### src/rtl/button_pkg.sv
// rtl/button_pkg.sv - shared repeat-FSM state encoding and counter width helpers
package button_pkg;

   typedef enum logic [1:0] {
      IDLE   = 2'd0,
      WAIT   = 2'd1,
      REPEAT = 2'd2
   } rpt_state_t;

   // Never returns zero so a counter sized from a tiny count still has one bit.
   function automatic int cnt_width(input int n);
      return (n <= 2) ? 1 : $clog2(n);
   endfunction

   function automatic int max_int(input int a, input int b);
      return (a > b) ? a : b;
   endfunction

endpackage

### src/rtl/button_channel.sv
// rtl/button_channel.sv - one input channel: synchroniser, debouncer, edge pulses, auto-repeat
module button_channel
   import button_pkg::*;
#(
   parameter int DB_COUNT      = 1000,
   parameter int REPEAT_DELAY  = 50000,
   parameter int REPEAT_PERIOD = 10000,
   parameter bit repeat_en     = 1'b0
) (
   input  logic clk,
   input  logic rst_n,
   input  logic raw,
   output logic level,
   output logic rise_pulse,
   output logic fall_pulse
);

   localparam int DW = cnt_width(DB_COUNT);
   localparam int RW = cnt_width(max_int(REPEAT_DELAY, REPEAT_PERIOD));
   localparam logic [DW-1:0] DB_LAST     = DW'(DB_COUNT - 1);
   localparam logic [RW-1:0] DELAY_LAST  = RW'(REPEAT_DELAY - 1);
   localparam logic [RW-1:0] PERIOD_LAST = RW'(REPEAT_PERIOD - 1);

   logic          sync1;
   logic          sync2;
   logic [DW-1:0] db_cnt;
   logic          accept;
   logic          accept_rise;
   logic          accept_fall;
   logic          repeat_fire;
   rpt_state_t    state;
   rpt_state_t    state_nx;
   logic [RW-1:0] rpt_cnt;
   logic [RW-1:0] rpt_cnt_nx;

   assign accept      = (sync2 != level) && (db_cnt == DB_LAST);
   assign accept_rise = accept & sync2;
   assign accept_fall = accept & ~sync2;

   // Any sample matching the current level restarts the stability count.
   always_ff @(posedge clk or negedge rst_n) begin
      if (!rst_n) begin
         sync1      <= 1'b0;
         sync2      <= 1'b0;
         db_cnt     <= '0;
         level      <= 1'b0;
         rise_pulse <= 1'b0;
         fall_pulse <= 1'b0;
      end else begin
         sync1 <= raw;
         sync2 <= sync1;
         if (sync2 == level) begin
            db_cnt <= '0;
         end else if (accept) begin
            level  <= sync2;
            db_cnt <= '0;
         end else begin
            db_cnt <= db_cnt + DW'(1);
         end
         rise_pulse <= accept_rise | repeat_fire;
         fall_pulse <= accept_fall;
      end
   end

   always_ff @(posedge clk or negedge rst_n) begin
      if (!rst_n) begin
         state   <= IDLE;
         rpt_cnt <= '0;
      end else begin
         state   <= state_nx;
         rpt_cnt <= rpt_cnt_nx;
      end
   end

   // An accepted release always wins over a repeat falling due on the same cycle.
   always_comb begin
      state_nx    = state;
      rpt_cnt_nx  = rpt_cnt;
      repeat_fire = 1'b0;
      case (state)
         IDLE: begin
            rpt_cnt_nx = '0;
            if (repeat_en && accept_rise) begin
               state_nx = WAIT;
            end
         end
         WAIT: begin
            if (accept_fall) begin
               state_nx   = IDLE;
               rpt_cnt_nx = '0;
            end else if (rpt_cnt == DELAY_LAST) begin
               state_nx    = REPEAT;
               rpt_cnt_nx  = '0;
               repeat_fire = 1'b1;
            end else begin
               rpt_cnt_nx = rpt_cnt + RW'(1);
            end
         end
         REPEAT: begin
            if (accept_fall) begin
               state_nx   = IDLE;
               rpt_cnt_nx = '0;
            end else if (rpt_cnt == PERIOD_LAST) begin
               rpt_cnt_nx  = '0;
               repeat_fire = 1'b1;
            end else begin
               rpt_cnt_nx = rpt_cnt + RW'(1);
            end
         end
         default: begin
            state_nx   = IDLE;
            rpt_cnt_nx = '0;
         end
      endcase
   end

endmodule

### src/rtl/button_conditioner.sv
// rtl/button_conditioner.sv - N_CH independent button conditioning channels
module button_conditioner
   import button_pkg::*;
#(
   parameter int              N_CH          = 3,
   parameter int              DB_COUNT      = 1000,
   parameter int              REPEAT_DELAY  = 50000,
   parameter int              REPEAT_PERIOD = 10000,
   parameter logic [N_CH-1:0] REPEAT_MASK   = 3'b001
) (
   input  logic            clk,
   input  logic            rst_n,
   input  logic [N_CH-1:0] raw_in,
   output logic [N_CH-1:0] level_out,
   output logic [N_CH-1:0] rise_pulse,
   output logic [N_CH-1:0] fall_pulse
);

   for (genvar i = 0; i < N_CH; i++) begin : g_ch
      button_channel #(
         .DB_COUNT      (DB_COUNT),
         .REPEAT_DELAY  (REPEAT_DELAY),
         .REPEAT_PERIOD (REPEAT_PERIOD),
         .repeat_en     (REPEAT_MASK[i])
      ) u_ch (
         .clk        (clk),
         .rst_n      (rst_n),
         .raw        (raw_in[i]),
         .level      (level_out[i]),
         .rise_pulse (rise_pulse[i]),
         .fall_pulse (fall_pulse[i])
      );
   end

endmodule

### config.mk
export PLATFORM = sky130hd
export DESIGN_NAME = button_conditioner
export DESIGN_NICKNAME = d
export VERILOG_FILES = /design/src/rtl/button_pkg.sv /design/src/rtl/button_channel.sv /design/src/rtl/button_conditioner.sv
export SDC_FILE = /design/constraint.sdc
export NUM_CORES = 1
export LEC_CHECK = 0
export ABC_CLOCK_PERIOD_IN_PS = 4400
export CORE_AREA = 3 3 96 98
export DETAILED_ROUTE_END_ITERATION = 6
export DIE_AREA = 0 0 99 101
export PLACE_DENSITY = 0.48
export SYNTH_ARGS = -nofsm -noshare
export SYNTH_HDL_FRONTEND = slang
export SYNTH_SLANG_ARGS = --single-unit
export TNS_END_PERCENT = 30
### constraint.sdc
create_clock -name clk -period 4.4 [get_ports clk]
set_clock_uncertainty 0.15 [all_clocks]
set_input_delay 1.32 -clock clk [delete_from_list [all_inputs] [get_ports clk]]
set_output_delay 1.32 -clock clk [all_outputs]
set_load 0.01 [all_outputs]
* Yosys cells after proc, flatten, opt, wreduce, memory -nomap -nowiden *
Cells that the tools add are included.

operators by class
  bitwise operators = 17
  equal/unequal tests = 28
  add/sub/neg operators = 6
  multiplexer cells = 49
  reduce and logical (&&, ||, !) cells = 12

operators with widths
  kind                     number
  $mux W16                 12
  $pmux W16 S2             3
  $mux W10                 6
  $add A16 B1 Y16 const B  3
  $eq A16 B14 Y1 const B   3
  $eq A16 B16 Y1 const B   3
  $add A10 B1 Y10 const B  3
  $eq A10 B10 Y1 const B   3
  $mux W2                  10
  $pmux W2 S3              3
  $mux W1                  12
  $ne A3 B1 Y1 const B     3
  $reduce_and A3 Y1        3
  $ne A2 B1 Y1 const B     4
  $not A1 Y1               8
  $and A1 B1 Y1            6
  $eq A2 B1 Y1 const B     3
  $eq A2 B2 Y1 const B     3
  $logic_not A2 Y1         3
  $pmux W1 S2              3
  $reduce_and A2 Y1        3
  $eq A1 B1 Y1             3
  $logic_and A1 B1 Y1      3
  $ne A1 B1 Y1             3
  $or A1 B1 Y1             3

word-level totals
  bits of input ports = 5
  output and inout bits = 9
  word-level logic and storage cells = 136
  flip-flop bits (word level) = 99

* Logic depth before layout (Yosys ltp) *
  depth in word-level cells = 6
  mapped depth = 7
  depth with buffers taken out = 6

* Modules after synthesis *
A second synthesis with hierarchy kept.

second synthesis, totals
  cells, all modules = 305
  area total of the unflattened synthesis = 3203.1 um2

modules (own cells, without submodules)
  module                          cells an instance  area each (um2)  instances  sequential area each (um2)
  button_channel at g_ch[0].u_ch  184                1845.5           1          825.8
  button_channel at g_ch[1].u_ch  60                 679.4            1          375.4
  button_channel at g_ch[2].u_ch  61                 678.2            1          375.4

* Worst setup path after synthesis *
No wires, ideal clock.

  path kind = reg-to-reg
  start point = reg g_ch[0].u_ch.rpt_cnt[4]
  end point = reg g_ch[0].u_ch.state[0]
  data required time = 4185 ps
  data arrival time = 2013 ps
  buffers on the path = 0
  library setup time = 65 ps
  setup slack = 2173 ps
  cell stages (with the launch flop) = 6
  path through = dfrtp_1 > or4_1 > or4_4 > or2_4 > a221oi_2 > o22a_1

on the way
  longest elaborated chain between the ends = 3

ends and longest elaborated chain
  what                                RTL line              text
  start, declared                     button_channel.sv:33  logic [RW-1:0] rpt_cnt;
  start signal, assigned              button_channel.sv:71  rpt_cnt <= rpt_cnt_nx;
  $eq A16 B16 Y1                      button_channel.sv:91  end else if (rpt_cnt == DELAY_LAST) begin
  $ne A3 B1 Y1 (no source line)       -
  $reduce_and A3 Y1 (no source line)  -
  end signal, assigned                button_channel.sv:70  state <= state_nx;
  end, declared                       button_channel.sv:31  rpt_state_t state;

No other way between the ends.
A chain may end at the register's enable or synchronous reset.

* Worst setup path in the final report *
  start point = reg g_ch[2].u_ch.level
  end point = out level_out[2]

RTL lines
  what                    RTL line                  text
  start, declared         button_channel.sv:13      output logic level,
  start signal, assigned  button_channel.sv:55      level <= sync2;
  end, declared           button_conditioner.sv:14  output logic [N_CH-1:0] level_out,

No word-level cell between the ends.

==> impl_metrics.yaml <==
power:
  power_w: 0.00115
  power_frac_seq_pct: 51.7
  swShare_pct: 21.3
  p_int_w: 0.000906
  cellPowerDensity_nw_per_um2: 347
  p_sw_w: 0.000246
  ir_worst_vdd_mv: 0.145
  clkPwrFrac_pct: 45.5
  p_leak_nw: 1.39
  p_comb_share_pct: 2.7
layout:
  drive_gt1_share_pct: 9.33
  area_growth_pct: 13.8
  antenna_cells: 0
  nFillCells: 843
  postLayoutCellArea_um2: 3310
  finalNetCount: 307
timing:
  tightestPinTransition_ps: 591
  max_slew_margin_pct: 60.6
  drv_slew: 0
  period_needed_ps: 2800
  setup_viol: 0
  rsz0062_at_grt: "false"
  finalSetupTns_ps: 0
  period_share_pct: 63.5
  clock.fmax_mhz: 358
  hold_violations: 0
clock_tree:
  clk_pin_slew_ps: 70
  cts_max_level: 3
  cts.sinks: 63
  worst_skew_pair.late_latency_ps: 330
  clock-root-buffer: "clkbuf_8"
  tritoncts: "yes"
  post-cts-setup-buffer-count: 0
  cts.path.max_buffers: 2
  postCtsHoldBufs: 0
  cts_buffers: 9
  cts-resized-gates: 0
place:
  routabilityCongestion: 0.725
  place_area_um2: 3110
  dp_hpwl_um: 3370
  io_buffers: 13
synthesis:
  synth.most_common_cell: "dfrtp_1"
  synth_top_cell_by_area: "dfrtp_1"
  netlist_top_cells_count: "dfrtp_1, nor2_1, xnor2_1"
  synthTopCellsByArea: "dfrtp_1, xnor2_1, nor2_1"
  synth_enable_flop_cells: 0
  postSynthNetCount: 292
  seq_area_frac_synth_pct: 54.1
  synth_top_area_share_pct: 54.1
  yosysUniqueCellTypes: 35
  synthCells: 280
  synth_seq_cells: 63
  syn-cell-area_um2: 2910
  yosysWarningCount: 0
  async_reset_ff_share_pct: 100
  synth_top_flop_cell: "dfrtp_1"
  synth_area_per_cell_um2: 10.4
setup_path:
  critPathTopFamily: "buffers and inverters"
  cp_max_fo: 5
  critPathKind: "reg2out"
  r2r_cells: 5
  cp-start-kind: "flop"
  critPathBufInv: 1
  worstReg2RegStart: "g_ch[0].u_ch.rpt_cnt[4]$_DFF_PN0_"
  r2r_end: "g_ch[0].u_ch.rpt_cnt[10]$_DFF_PN0_"
  worstPathCellList: "clkdlybuf4s50_1"
  slowest_stage: "clkdlybuf4s50_1"
  max_stage_delay_ps: 570
  r2r_setup_slack_ps: 2050
  required_ps: 2930
  cp.arrival_ps: 1330
  endpoint_kind: "output port"
flow_run:
  max_cap_violations: 0
hold_path:
  hold_path_depth: 0
  hp-class: "reg2reg"
  whs_endpoint: "g_ch[2].u_ch.sync2$_DFF_PN0_"
  min_from: "g_ch[2].u_ch.sync1$_DFF_PN0_"
detailed_routing:
  highest_layer: "met4"
  route.detailed.drc: 0
  met2WireLength_um: 2150
  route.met3.wl_um: 164
  wl_met1_um: 2560
  final_antenna_net_count: 0
  initialDrtViolationCount: 38
  drt-pass1-iter-count: 4
  via_count: 1896
  wl_um: 4960
  wl_per_cell_um: 12.1
  via_per_inst: 4.65
grt:
  grt_max_degree: 48
  antenna_found_initial: 0
  grt_usage_pct: 11.1
  grt_pass1_wl_um: 8850
  grt_pass1_vias: 1876
  grt_overflow: 0
floorplanning:
  die_area_um2: 10000
  die_h_um: 101
  fp.coreArea_um2: 8550
  die_w_um: 99
  ios: 14
  rows: 34
  start_util_pct: 34.1
status:
  outcome: "complete, no violations"
area by class of cell:
type	instances	area (um2)	area share (%)
Sequential cell	63	1580	47.6
Multi-Input combinational cell	198	1230	37.0
Clock buffer	13	169	5.10
Tap cell	108	135	4.08
Timing Repair Buffer	14	133	4.00
Clock inverter	3	40.0	1.21
Inverter	9	33.8	1.02
worst max-delay path by stage:
stage / depth (start not counted) / from / end / slack (ps)
after floorplan: 5 / g_ch[0].u_ch.rpt_cnt[4]$_DFF_PN0_ / g_ch[0].u_ch.state[0]$_DFFE_PN0P_ / 2170
after global placement: 2 / rst_n / g_ch[0].u_ch.rpt_cnt[8]$_DFF_PN0_ / 1980
after detailed placement: 1 / g_ch[2].u_ch.level$_DFFE_PN0P_ / level_out[2] / 1970
after CTS: 1 / g_ch[2].u_ch.level$_DFFE_PN0P_ / level_out[2] / 1580
after global routing: 1 / g_ch[2].u_ch.level$_DFFE_PN0P_ / level_out[2] / 1530
final: 1 / g_ch[2].u_ch.level$_DFFE_PN0P_ / level_out[2] / 1600
cells by family (layout without fill, tap and decap cells):
logic type	Yosys count	count (layout)	share of synthesized area (%)
multiplexers	3	3	1.16
AO/OA/AOI/OAI	14	14	3.48
buffers and inverters	19	39	3.74
AND/OR/NAND/NOR	135	135	22.8
adder cells (fa/ha/maj)	7	7	3.01
flip-flops	63	63	54.1
XOR/XNOR	39	39	11.7
power by group through the flow:
stage               clock (W)  sequential (W)  combinational, W
global placement            0        0.000606         0.0000334
CTS                  0.000551        0.000595         0.0000333
floorplan                   0        0.000605         0.0000137
detailed placement          0        0.000606         0.0000329
finish               0.000524        0.000596         0.0000315
global route         0.000568        0.000596         0.0000378
cells in the final DEF (no fill, tap or decap), types with 2 or more instances in the layout:
cell type and instances:
a21oi_1 2, and2_1 4, and3_1 9, clkbuf_8 12, clkdlybuf4s50_1 12, clkinv_2 2, dfrtp_1 63, ha_1 7
inv_1 9, mux2_2 3, nand2_1 22, nand3_1 13, nand4_1 9, nor2_1 53, nor3_1 6, nor3b_1 4
o21ai_0 5, or3_1 3, or4_1 3, xnor2_1 25, xor2_1 14
routing by layer:
| metal | vias up | global-route usage (%) |
|---|---|---|
| met5 | - | 0 |
| met4 | 0 | 5.04 |
| met1 | 909 | 14.7 |
| met2 | 18 | 16.6 |
| met3 | 10 | 3.60 |
| li1 | 959 | - |
registers in the layout, summed over array words and instances, names as in the netlist:
name / cells
g_ch.u_ch.db_cnt: 30
g_ch.u_ch.fall_pulse: 3
g_ch.u_ch.level: 3
g_ch.u_ch.rise_pulse: 3
g_ch.u_ch.rpt_cnt: 16
g_ch.u_ch.state: 2
g_ch.u_ch.sync1: 3
g_ch.u_ch.sync2: 3
metrics by stage:
step	setup WS, ps	cells	hold slack [ps]	util (%)
floorplan	2170	280	181	-
global placement	1980	392	185	36.3
detailed placement	1970	392	195	36.3
CTS	1580	408	211	38.8
global route	1530	408	215	38.8
finish	1600	408	210	38.8
No activity file was read; power rests on OpenSTA's default activity.
